## config.mk

```make
export PLATFORM = sky130hd
export DESIGN_NAME = stepper_sequencer
export DESIGN_NICKNAME = d
export VERILOG_FILES = /design/src/rtl/stepper_sequencer.sv
export SDC_FILE = /design/constraint.sdc
export NUM_CORES = 1
export LEC_CHECK = 0
export BUFFER_PORTS_ARGS = -buffer_cell sky130_fd_sc_hd__buf_2
export CORE_ASPECT_RATIO = 0.75
export CORE_MARGIN = 1.5
export CORE_UTILIZATION = 43
export DETAILED_ROUTE_END_ITERATION = 7
export PLACE_DENSITY_LB_ADDON = 0.05
export SKIP_CTS_REPAIR_TIMING = 1
export SYNTH_ARGS = -nofsm -noshare
export SYNTH_HDL_FRONTEND = slang
export SYNTH_SLANG_ARGS = --single-unit
```

## constraint.sdc

```tcl
create_clock -name clk -period 4.5 [get_ports clk]
set_input_delay 0.225 -clock clk [delete_from_list [all_inputs] [get_ports clk]]
set_output_delay 0.225 -clock clk [all_outputs]
set_load 0.005 [all_outputs]
```

## src/rtl/stepper_sequencer.sv

```systemverilog
// Four-coil stepper sequencer: accepts one move command at a time and issues the
// requested number of full- or half-steps at a programmed rate, then pulses done.
module stepper_sequencer #(
  parameter int PERIOD_W   = 16,
  parameter int COUNT_W    = 16,
  parameter bit ACTIVE_LOW = 1'b1
) (
  input  logic                clk,
  input  logic                reset_n,
  input  logic                cmd_valid,
  output logic                cmd_ready,
  input  logic [COUNT_W-1:0]  cmd_steps,
  input  logic [PERIOD_W-1:0] cmd_period,
  input  logic                cmd_dir,
  input  logic                cmd_half,
  input  logic                abort,
  input  logic                hold,
  output logic                busy,
  output logic                done,
  output logic [COUNT_W-1:0]  steps_left,
  output logic [2:0]          pos,
  output logic [3:0]          drive,
  output logic                fsm_state
);

  // Handshake: a command transfers on a rising edge where cmd_valid && cmd_ready;
  // cmd_ready is high exactly in IDLE, and commands offered while RUN are dropped.

  typedef enum logic {IDLE = 1'b0, RUN = 1'b1} state_t;

  state_t              state, state_nxt;
  logic [PERIOD_W-1:0] cnt, period_q, eff_period;
  logic                dir_q, half_q, moved;
  logic                accept, tick, finish, done_nxt, energised;
  logic [2:0]          step_pos;
  logic [3:0]          coil;

  assign eff_period = (cmd_period == '0) ? PERIOD_W'(1) : cmd_period;

  always_ff @(posedge clk or negedge reset_n) begin
    if (!reset_n) state <= IDLE;
    else          state <= state_nxt;
  end

  always_comb begin
    state_nxt = state;
    accept    = 1'b0;
    tick      = 1'b0;
    finish    = 1'b0;
    case (state)
      IDLE: begin
        if (cmd_valid) begin
          accept = 1'b1;
          if (cmd_steps != '0) state_nxt = RUN;
        end
      end
      RUN: begin
        // Abort wins over a coincident tick: no step is taken on that edge.
        if (abort) begin
          state_nxt = IDLE;
          finish    = 1'b1;
        end else if (cnt == PERIOD_W'(1)) begin
          tick = 1'b1;
          if (steps_left == COUNT_W'(1)) begin
            state_nxt = IDLE;
            finish    = 1'b1;
          end
        end
      end
      default: state_nxt = IDLE;
    endcase
  end

  assign done_nxt = finish | (accept & (cmd_steps == '0));

  // Full-step from an odd (half) position moves only one slot, to realign on even.
  always_comb begin
    step_pos = pos;
    if (half_q || pos[0]) step_pos = dir_q ? (pos - 3'd1) : (pos + 3'd1);
    else                  step_pos = dir_q ? (pos - 3'd2) : (pos + 3'd2);
  end

  always_ff @(posedge clk or negedge reset_n) begin
    if (!reset_n) begin
      pos        <= 3'd0;
      steps_left <= '0;
      cnt        <= '0;
      period_q   <= '0;
      dir_q      <= 1'b0;
      half_q     <= 1'b0;
      moved      <= 1'b0;
      done       <= 1'b0;
    end else begin
      done <= done_nxt;
      if (accept) begin
        steps_left <= cmd_steps;
        cnt        <= eff_period;
        period_q   <= eff_period;
        dir_q      <= cmd_dir;
        half_q     <= cmd_half;
        if (cmd_steps != '0) moved <= 1'b1;
      end else if (tick) begin
        pos        <= step_pos;
        steps_left <= steps_left - COUNT_W'(1);
        cnt        <= period_q;
      end else if (state == RUN && !abort) begin
        cnt <= cnt - PERIOD_W'(1);
      end
    end
  end

  // Coils stay off after reset until a real move has happened.
  assign energised = (state == RUN) || (moved && hold);

  always_comb begin
    coil = 4'b0000;
    if (energised) begin
      case (pos)
        3'd0:    coil = 4'b0001;
        3'd1:    coil = 4'b0011;
        3'd2:    coil = 4'b0010;
        3'd3:    coil = 4'b0110;
        3'd4:    coil = 4'b0100;
        3'd5:    coil = 4'b1100;
        3'd6:    coil = 4'b1000;
        default: coil = 4'b1001;
      endcase
    end
  end

  assign drive     = ACTIVE_LOW ? ~coil : coil;
  assign busy      = (state == RUN);
  assign cmd_ready = (state == IDLE);
  assign fsm_state = state;

endmodule
```

; ---- After elaboration in Yosys (flattened, before gate mapping)
; Cells that the tools add are included.
[op_classes]
add_sub_neg = 6
n_eq_ne = 8
muxes = 26
bitwise_logic = 5
n_reduce_logical = 13
[ops]
columns = op, count
row1 = 16-bit 2-to-1 mux, 6
row2 = 16-bit by 1-bit equality test with 1-bit output (second input constant), 2
row3 = 16-bit logical NOT, 2
row4 = 16-bit by 1-bit subtractor with 16-bit output (second input constant), 2
row5 = 4-bit one-hot mux with 7 select lines, 1
row6 = 16-bit nonzero test, 1
row7 = 1-bit 2-to-1 mux, 14
row8 = 3-bit equality test (second input constant), 3
row9 = 3-bit 2-to-1 mux, 3
row10 = 3-bit by 2-bit equality test with 1-bit output (second input constant), 2
row11 = 4-bit 2-to-1 mux, 1
row12 = 4-bit NOT, 1
row13 = 2-bit AND reduction, 2
row14 = 3-bit by 1-bit adder with 3-bit output (second input constant), 1
row15 = 3-bit by 2-bit adder with 3-bit output (second input constant), 1
row16 = 3-bit by 1-bit equality test with 1-bit output (second input constant), 1
row17 = 3-bit logical NOT, 1
row18 = 3-bit nonzero test, 1
row19 = 3-bit by 1-bit subtractor with 3-bit output (second input constant), 1
row20 = 3-bit by 2-bit subtractor with 3-bit output (second input constant), 1
row21 = 1-bit logical AND, 2
row22 = 1-bit logical OR, 2
row23 = 1-bit NOT, 2
row24 = 1-bit one-hot mux with 2 select lines, 1
row25 = other kinds (4), 4
[totals]
register_bits = 56
in_bits = 39
out_inout_bits = 27
word_cells = 67

; ---- Longest topological paths before layout
; Gate-level depths: netlist (run 1).
[logic_depth]
word_depth = 6
depth_mapped = 9
ltp_nobuf = 7

; ---- Worst setup path before layout (run 1)
; No wires, ideal clock.
[synth_timing]
kind = register to register
startpoint = reg steps_left[4]
endpoint = reg steps_left[13]
arrival_time_ns = 1.970
required_time_ns = 4.376
setup_slack_ns = 2.406
path_stages_with_launch = 7
synth_period_minus_slack_ns = 2.094
path_cell_list = dfrtp_1 -> or4_4 -> or3_1 -> buf_6 -> or3_4 -> o211ai_2 -> nand2_1
[synth_via]
elab_chain_len = 3
[synth_rtl]
columns = item, line
row1 = start: declaration, 20  ; output logic [COUNT_W-1:0] steps_left,
row2 = start signal: assignment, 96  ; steps_left <= cmd_steps;
row3 = start signal: assignment, 104  ; steps_left <= steps_left - COUNT_W'(1);
row4 = 16-bit by 1-bit subtractor with 16-bit output, 104
row5 = 16-bit 2-to-1 mux, 102  ; end else if (tick) begin
row6 = 16-bit 2-to-1 mux, 95  ; if (accept) begin
; Every way passes these cells. The select of a mux whose other input is x is not followed.
; A chain may end at the register's enable or synchronous reset.

; ---- Worst setup path after layout (run 1)
[layout_timing]
startpoint = reg cnt[1]
endpoint = reg cnt[3]
[layout_via]
elab_chain_len = 6
word_cells_on_any_way = 9
classes_between = 1 x add/sub / 1 x eq/ne / 6 x mux / 1 x reduce/logical
[layout_rtl]
columns = item, line
row1 = start: declaration, 32  ; logic [PERIOD_W-1:0] cnt, period_q, eff_period;
row2 = start signal: assignment, 97  ; cnt <= eff_period;
row3 = start signal: assignment, 105  ; cnt <= period_q;
row4 = start signal: assignment, 107  ; cnt <= cnt - PERIOD_W'(1);
row5 = "parallel branches: the longest is 6 deep, another holds 16-bit by 1-bit subtractor with 16-bit output", --
; Parallel ways; which one is timed is not known. The select of a mux whose other input is x is not followed.

==> results of run 1 <==
## placed cells by master (no fill, tap or decap), types with 3 or more instances in the layout
master    instances
a21oi_1          20
or2_2             3
clkbuf_8          5
a22o_1            3
nand3_1           9
o211ai_1         14
buf_4             4
a31oi_1           8
dfrtp_1          56
nor4_1           11
ha_1             10
nand4_1           3
nor3_1           13
o21ai_0          24
a211o_1           3
o22ai_1           4
nor2_1           27
xnor2_1           4
or4_1             4
o311ai_0          3
nand2b_1          4
inv_1            14
buf_2            65
nand2_1          89
a22oi_1           5
## stage by stage
stage | instance area, um^2 | total power [uW] | hold WS (ns) | utilization | setup WS [ns]
3_3_place_gp | 3700 | 1130 | 0.419 | 0.501 | 1.74
3_5_place_dp | 3700 | 1140 | 0.423 | 0.501 | 1.67
4_1_cts | 3780 | 1420 | 0.0733 | 0.511 | 1.64
6_report | 3780 | 1410 | 0.0251 | 0.511 | 1.61
5_1_grt | 3780 | 1520 | 0.121 | 0.511 | 1.30
2_1_floorplan | 3320 | 983 | -0.0706 | - | 2.41
## logic make-up after synthesis
logic type	count (synthesis)
AO/OA/AOI/OAI	108
multiplexers	1
buffers and inverters	36
adder cells (fa/ha/maj)	10
XOR/XNOR	4
flip-flops	56
AND/OR/NAND/NOR	180
## cell type report
class | count | area, um^2 | share of cell area
Multi-Input combinational cell | 303 | 1770 | 0.468
Sequential cell | 56 | 1400 | 0.370
Timing Repair Buffer | 69 | 355 | 0.0939
Tap cell | 101 | 126 | 0.0334
Clock buffer | 6 | 72.6 | 0.0192
Inverter | 14 | 52.6 | 0.0139
Clock inverter | 1 | 5.00 | 0.00132
## report_power, final
part | total [uW] | internal, uW | switching, uW
Sequential | 734 | 610 | 124
Combinational | 404 | 178 | 226
Clock | 271 | 107 | 165
## registers in the layout, summed over array words and instances (netlist names)
signal / count
busy: 1
period_q: 16
steps_left: 16
half_q: 1
moved: 1
pos: 3
dir_q: 1
done: 1
cnt: 16
## per-layer routing
layer | share of wire | global-route usage
met1 | 0.48 | 0.331
met4 | 0.016 | 0.0667
met5 | 0 | 0
met2 | 0.44 | 0.384
met3 | 0.060 | 0.0386
## final timing paths
kind                       cells past startpoint                          to  slack, ns                      from
max in group asynchronous                      2         cnt[10]$_DFFE_PN0P_       3.97                   reset_n
hold reg to reg                                2    period_q[15]$_DFFE_PN0P_       0.48  period_q[15]$_DFFE_PN0P_
setup reg to reg                               7          cnt[3]$_DFFE_PN0P_       1.61        cnt[1]$_DFFE_PN0P_
min in group clk                               3           dir_q$_DFFE_PN0P_       0.10                   cmd_dir
setup / recovery                               7          cnt[3]$_DFFE_PN0P_       1.61        cnt[1]$_DFFE_PN0P_
hold / removal                                 2  steps_left[11]$_DFFE_PN0P_       0.03                   reset_n
==> impl_metrics.csv, run 1 <==
group,metric,value,unit
run_status,status,"finished clean",
yosys,synth-compound-area-share,0.218,
yosys,synth_nets,444,
yosys,synth_mux_area_frac,0.00301,
worst_setup_path,cp.arrival,3.07,ns
clock_tree,cts_tree,"yes",
timing,fin_crit_sh,0.643,
timing,period_needed,2.89,ns
floorplanning,initial_core_util,0.449,
cells_and_area,drive_gt1_frac,0.200,
cells_and_area,area_delta_synth_final,13.8,%
route,wl_per_cell,16.7,um
timing,relSlewSlack,0.284,
yosys,synthesis.area,0.00332,mm^2
yosys,synth_most_common_cell,"nand2_1",
clock_tree,h-tree-depth,2,
floorplanning,die_x,105,um
route,vias_per_cell,5.71,
yosys,synth_cells,395,
power,power_density,373,mW/mm^2
timing,finalHoldViolCount,0,
worst_setup_path,slowest_delay,0.79,ns
cells_and_area,fillCellCount,758,
yosys,synthFlopType,"dfrtp_1",
grt,grtUsageTotal,0.238,
placed_design,io_buffers,65,
floorplanning,row_count,27,
route,totalWireLength,9200,um
yosys,synth_xor_xnor_area_share,0.0105,
power,p_leak,0.00169,uW
timing,timing.final.max_slew_violations,0,
floorplanning,core,0.00740,mm^2
route,dr.pass1.iters,5,
worst_setup_path,crit_family,"compound AO/OA/AOI/OAI gates",
yosys,synth_commonest_cells,"nand2_1, dfrtp_1, nor2_1",
yosys,synth_area_leaders,"dfrtp_1, nand2_1, ha_1",
worst_setup_path,crit_fanout,16,
clock_tree,path_clk_slew,0.11,ns
floorplanning,die_h,79.1,um
worst_setup_path,crit_type,"flop to flop",
floorplanning,io_pins,66,
worst_setup_path,cp.required,4.68,ns
route,drc,0,
run,drv_cap,0,
timing,setup_viol,0,
yosys,synth_largest_area_cell,"dfrtp_1",
clock_tree,cts_buffer_depth,2,
yosys,seq_area_frac_synth,0.422,
grt,grt_pass1_wl,15600,um
yosys,yosys.cell_types.count,57,
cells_and_area,num-nets-final,498,
clock_tree,clock_sinks,56,
yosys,synth_edf_count,0,
yosys,yosys.area_share.adder,0.0377,
clock_tree,cts-root-buf,"clkbuf_8",
worst_setup_path,path_cells,"inv_1, ha_1, nor4b_1, nand4_1, o21ai_1, o21ai_0, o2bb2ai_1",
timing,tightest_slew,1.06,ns
grt,antenna_found_initial,0,
yosys,synth_top_family_by_area,"simple AND/OR/NAND/NOR gates",
timing,setup_tns,0,ns
floorplanning,die_area,0.00827,mm^2
grt,first_global_vias,3107,
cells_and_area,finalNonFillerCells,550,
placed_design,gp_congestion,0.905,
clock_tree,numCtsBuffers,5,
worst_setup_path,worstSetupStartpointType,"flop",
timing,rsz0062_at_grt,"no",
clock_tree,worstSkewPairLatency,0.31,ns
grt,grt_max_degree,57,
cells_and_area,n_antenna_cell,0,
route,final_antenna_net_count,0,
worst_setup_path,cp_slowest_cell,"o21ai_1",
grt,overflow,0,
worst_setup_path,cp_num_buf_inv,1,
placed_design,placed_cells,543,
route,num_vias,3141,
route,drtIter0Drc,167,
yosys,synth_top_cell_area_share,0.422,
hold_path,hp-class,"primary input to asynchronous set/reset pin",
timing,clock.fmax,346,MHz
worst_setup_path,cp-end-kind,"flop",
yosys,syn_area_per_cell,8.41,um^2
power,peakVddDrop,0.000156,V
yosys,synthSimpleGateAreaFrac,0.261,
timing,skew,0.0138,ns
yosys,yosysWarningCount,0,
placed_design,dp_hpwl,6590,um
yosys,ys_ff_latch,56,
yosys,synthArstFlopShare,1.00,
(Power assumes the default switching activity.)
==> run 2: changes to the inputs <==
- ABC_AREA: default -> 1
- clock period: 4.5 -> 2.79 ns (I/O delays scaled with it)
==> run 2 against run 1 <==
Against the previous run: sequential power rose by 63%; non-clock buffer count rose by 4; largest power group unchanged; global-route usage fell by 0.58 points; largest cell class unchanged.
==> impl_metrics.csv, run 2 <==
group,metric,value,unit
run_status,status,"finished clean",
timing,clock.fmax,486,MHz
floorplanning,die_h,83.4,um
route,wl_per_cell,13.9,um
cells_and_area,n_antenna_cell,0,
floorplanning,die_x,110,um
worst_setup_path,crit_type,"flop to flop",
timing,rsz0062_at_grt,"no",
worst_setup_path,worstSetupStartpointType,"flop",
timing,setup_tns,0,ns
grt,grt_pass1_wl,16400,um
clock_tree,clock_sinks,56,
clock_tree,path_clk_slew,0.07,ns
floorplanning,row_count,29,
grt,first_global_vias,3263,
yosys,synth_nets,593,
worst_setup_path,cp-end-kind,"flop",
worst_setup_path,path_cells,"inv_1, ha_1, inv_1, nor2_1, nand2_1, nor2_4, nand3_4, nand2_4, inv_2, nand2_1, o211ai_1",
clock_tree,worstSkewPairLatency,0.30,ns
timing,finalHoldViolCount,0,
floorplanning,core,0.00842,mm^2
timing,fin_crit_sh,0.738,
worst_setup_path,reg2reg_slack,0.73,ns
grt,grt_max_degree,26,
yosys,yosysWarningCount,0,
cells_and_area,area_delta_synth_final,15.3,%
yosys,synth_cells,544,
timing,holdWs,0.0539,ns
grt,grtUsageTotal,0.232,
route,num_vias,3603,
yosys,seq_area_frac_synth,0.378,
cells_and_area,multi_input_area,0.00194,mm^2
cells_and_area,largestRegisters,"cnt (16), period_q (16), steps_left (16)",
route,vias_per_cell,5.02,
timing,timing.final.max_slew_violations,0,
floorplanning,initial_core_util,0.441,
yosys,synthFlopType,"dfrtp_1",
yosys,synth_top_cell_area_share,0.378,
worst_setup_path,slowest_delay,0.38,ns
yosys,ys_ff_latch,56,
floorplanning,io_pins,66,
placed_design,gp_congestion,0.881,
route,drtIter0Drc,307,
grt,antenna_found_initial,0,
worst_setup_path,cp_slowest_cell,"dfrtp_1",
yosys,syn_area_per_cell,6.82,um^2
yosys,synth_area_leaders,"dfrtp_1, nand2_1, nor2_1",
power,p_leak,0.00221,uW
cells_and_area,fillCellCount,890,
clock_tree,cts_tree,"yes",
clock_tree,numCtsBuffers,5,
route,totalWireLength,9950,um
cells_and_area,final_cell_mix,"nand2_1, nor2_1, inv_1",
power,peakVddDrop,0.000398,V
clock_tree,cts_buffer_depth,2,
worst_setup_path,crit_family,"simple AND/OR/NAND/NOR gates",
placed_design,dp_hpwl,7540,um
yosys,synthesis.area,0.00371,mm^2
hold_path,hp-class,"primary input to flop",
cells_and_area,regArea,0.00140,mm^2
yosys,synth_largest_area_cell,"dfrtp_1",
worst_setup_path,crit_fanout,21,
timing,tightest_slew,0.482,ns
grt,overflow,0,
yosys,synth_edf_count,0,
cells_and_area,num-nets-final,658,
clock_tree,h-tree-depth,2,
route,drc,0,
timing,skew,0.00640,ns
clock_tree,cts-root-buf,"clkbuf_16",
placed_design,io_buffers,65,
cells_and_area,drive_gt1_frac,0.161,
timing,relSlewSlack,0.678,
route,final_antenna_net_count,0,
timing,period_needed,2.06,ns
worst_setup_path,cp.arrival,2.23,ns
worst_setup_path,cp.required,2.96,ns
yosys,synth_most_common_cell,"nand2_1",
run,drv_cap,0,
power,power_density,640,mW/mm^2
floorplanning,die_area,0.00920,mm^2
route,dr.pass1.iters,5,
cells_and_area,final_common_cell,"nand2_1",
yosys,synthArstFlopShare,1.00,
yosys,synth_commonest_cells,"nand2_1, nor2_1, inv_1",
worst_setup_path,cp_num_buf_inv,3,
yosys,yosys.cell_types.count,33,
timing,setup_viol,0,
run 2: area by class of cell:
class	instances	share of cell area
Multi-Input combinational cell	402	0.453
Sequential cell	56	0.328
Timing Repair Buffer	73	0.0907
Inverter	71	0.0623
Clock buffer	6	0.0325
Tap cell	108	0.0316
Clock inverter	2	0.00234
run 2: power breakdown:
| part | switching, uW | internal, uW |
|---|---|---|
| Combinational | 546 | 338 |
| Sequential | 201 | 1000 |
| Clock | 293 | 355 |
| Total | 1040 | 1700 |
run 2: final timing paths:
path                                              endpoint                     start  cells past startpoint
worst max-delay path             steps_left[1]$_DFFE_PN0P_        cnt[1]$_DFFE_PN0P_                     11
worst min-delay path                     dir_q$_DFFE_PN0P_                   cmd_dir                      3
worst max register to register   steps_left[1]$_DFFE_PN0P_        cnt[1]$_DFFE_PN0P_                     11
worst min register to register    period_q[15]$_DFFE_PN0P_  period_q[15]$_DFFE_PN0P_                      2
max in group asynchronous               cnt[2]$_DFFE_PN0P_                   reset_n                      3
min in group asynchronous       steps_left[13]$_DFFE_PN0P_                   reset_n                      2
run 2: worst reg2reg max path: stages, from the launching register on:
cell      delay [ns]
dfrtp_1         0.38
inv_1           0.10
ha_1            0.15
inv_1           0.04
nor2_1          0.07
nand2_1         0.11
nor2_4          0.16
nand3_4         0.27
nand2_4         0.31
inv_2           0.17
nand2_1         0.09
o211ai_1        0.08
run 2: routing by layer:
layer  global-route usage  part of all wire
met5                    0                 0
met4               0.0524            0.0087
met3               0.0542             0.065
met2                0.313              0.40
met1                0.369              0.53
run 2: kinds of logic after synthesis:
kind of cell               after synthesis  share of synthesized area
buffers and inverters                   86                      0.100
AOI/OAI and AO/OA                       64                      0.101
DFF                                     56                      0.378
and+or+nand+nor                        319                      0.367
adders and majority gates               10                     0.0337
xor gates and xnor gates                 9                     0.0212
run 2: metrics by stage:
stage	instance area (um^2)	setup slack, ns	utilization	instances	power (uW)
global route	4280	0.463	0.508	718	2960
CTS	4270	0.699	0.507	717	2750
detailed placement	4120	0.710	0.489	709	2090
finish	4280	0.731	0.508	718	2740
floorplan	3710	1.25	-	544	1800
global placement	4120	0.764	0.489	709	2080
==> run 3: changes to the inputs <==
- clock period: 2.79 -> 2.1 ns (I/O delays scaled with it)
==> run 3 against run 2 <==
Against the previous run: die area stayed put; combinational power grew 34%; global-route usage up 0.45 points; sequential share of layout area fell by 0.23 points; core utilization up 0.36 points; fmax grew 9.0%; hold slack lost 0.037 ns; critical path depth down 2; critical endpoint is now pos[0]$_DFFE_PN0P_.
==> impl_metrics.csv, run 3 (same netlist as run 2, synthesis figures left out) <==
group,metric,value,unit
run_status,status,"finished clean",
timing,rsz0062_at_grt,"no",
route,dr.pass1.iters,5,
power,seqPwrFrac,0.439,
clock_tree,path_clk_slew,0.07,ns
timing,clock.fmax,530,MHz
clock_tree,clock_sinks,56,
power,p_int,2270,uW
route,vias_per_cell,4.97,
worst_setup_path,cp.required,2.28,ns
power,swShare,0.377,
placed_design,io_buffers,65,
power,p_leak,0.00222,uW
floorplanning,die_area,0.00920,mm^2
cells_and_area,n_antenna_cell,0,
grt,overflow,0,
cells_and_area,fillCellCount,873,
timing,fin_crit_sh,0.899,
timing,setup_viol,0,
route,num_vias,3575,
worst_setup_path,cp.arrival,2.07,ns
route,final_antenna_net_count,0,
floorplanning,core,0.00842,mm^2
cells_and_area,final_common_cell,"nand2_1",
route,drtIter0Drc,249,
power,p_sw,1370,uW
floorplanning,initial_core_util,0.441,
power,finalPower,3650,uW
placed_design,dp_hpwl,7460,um
run,drv_cap,0,
power,peakVddDrop,0.000448,V
placed_design,gp_congestion,0.893,
floorplanning,die_x,110,um
power,p_comb_frac,0.328,
power,clkPwrFrac,0.234,
cells_and_area,final_cell_mix,"nand2_1, nor2_1, inv_1",
grt,grt_pass1_wl,16900,um
grt,grt_max_degree,57,
timing,setup_tns,0,ns
floorplanning,die_h,83.4,um
timing,period_needed,1.89,ns
cells_and_area,largestRegisters,"cnt (16), period_q (16), steps_left (16)",
worst_setup_path,crit_type,"flop to flop",
cells_and_area,area_delta_synth_final,16.1,%
route,wl_per_cell,13.9,um
timing,tightest_slew,0.441,ns
grt,first_global_vias,3345,
cells_and_area,drive_gt1_frac,0.159,
placed_design,pre_cts_ws,0.233,ns
floorplanning,row_count,29,
hold_path,worst_hold_path.num_cells,3,
cells_and_area,fin_util,0.512,
clock_tree,numCtsBuffers,5,
timing,worst_slack,0.212,ns
worst_setup_path,rr_worst_depth,9,
cells_and_area,final_area,0.00431,mm^2
floorplanning,io_pins,66,
timing,timing.final.max_slew_violations,0,
clock_tree,h-tree-depth,2,
hold_path,hp-class,"primary input to flop",
grt,antenna_found_initial,0,
route,drc,0,
clock_tree,cts_buffer_depth,2,
placed_design,place_area,0.00415,mm^2
timing,finalHoldViolCount,0,
power,power_density,846,mW/mm^2
timing,skew,0.00414,ns
worst_setup_path,crit_fanout,6,
clock_tree,cts-root-buf,"clkbuf_16",
timing,relSlewSlack,0.705,
route,totalWireLength,9990,um
cells_and_area,num-nets-final,659,
grt,grtUsageTotal,0.236,
worst_setup_path,worstSetupStartpointType,"flop",
clock_tree,worstSkewPairLatency,0.29,ns
worst_setup_path,cp-end-kind,"flop",
clock_tree,cts_tree,"yes",
-- run 3: layout make-up --
type / instances / area (um^2) / area share
clock buffer: 8 / 146 / 0.0340
inverter: 71 / 267 / 0.0619
multi-input combinational: 402 / 1940 / 0.450
sequential: 56 / 1400 / 0.325
tap: 108 / 135 / 0.0314
timing repair buffer: 74 / 420 / 0.0976
-- run 3: worst paths after layout --
path                                    startpoint  slack, ns                       to
max in group asynchronous                  reset_n       1.49  period_q[9]$_DFFE_PN0P_
worst max-delay path            cnt[0]$_DFFE_PN0P_       0.21       pos[0]$_DFFE_PN0P_
worst min register to register   moved$_DFFE_PN0P_       0.47        moved$_DFFE_PN0P_
worst max register to register  cnt[0]$_DFFE_PN0P_       0.21       pos[0]$_DFFE_PN0P_
worst min-delay path                       cmd_dir       0.02        dir_q$_DFFE_PN0P_
min in group asynchronous                  reset_n       0.34       pos[1]$_DFFE_PN0P_
-- run 3: per-layer routing --
layer / global-route usage / vias to the layer above / part of all wire
li1: - / 1848 / -
met1: 0.378 / 1617 / 0.53
met2: 0.335 / 104 / 0.41
met3: 0.0353 / 6 / 0.056
met4: 0.0455 / 0 / 0.0059
met5: 0 / - / 0
-- run 3: critical path: stages, from the launching register on --
cell and delay (ns):
dfrtp_1 0.41, ha_1 0.22, inv_1 0.07, nor2_1 0.04, nand2_1 0.12, inv_1 0.06
nand4_1 0.33, clkinv_1 0.28, o21ai_0 0.21, inv_1 0.05
-- run 3: stage by stage --
step | hold slack [ns] | std cells
6_report | 0.0171 | 719
5_1_grt | 0.0519 | 719
3_3_place_gp | 0.139 | 710
4_1_cts | -0.175 | 718
3_5_place_dp | 0.134 | 710
2_1_floorplan | -0.191 | 544
-- run 3: power by group through the flow --
stage / clock network (uW) / logic, uW / registers [uW]
after global placement: 0 / 1180 / 1610
after floorplan: 0 / 841 / 1550
after global routing: 926 / 1390 / 1640
final: 852 / 1190 / 1600
after detailed placement: 0 / 1190 / 1610
after CTS: 881 / 1200 / 1600
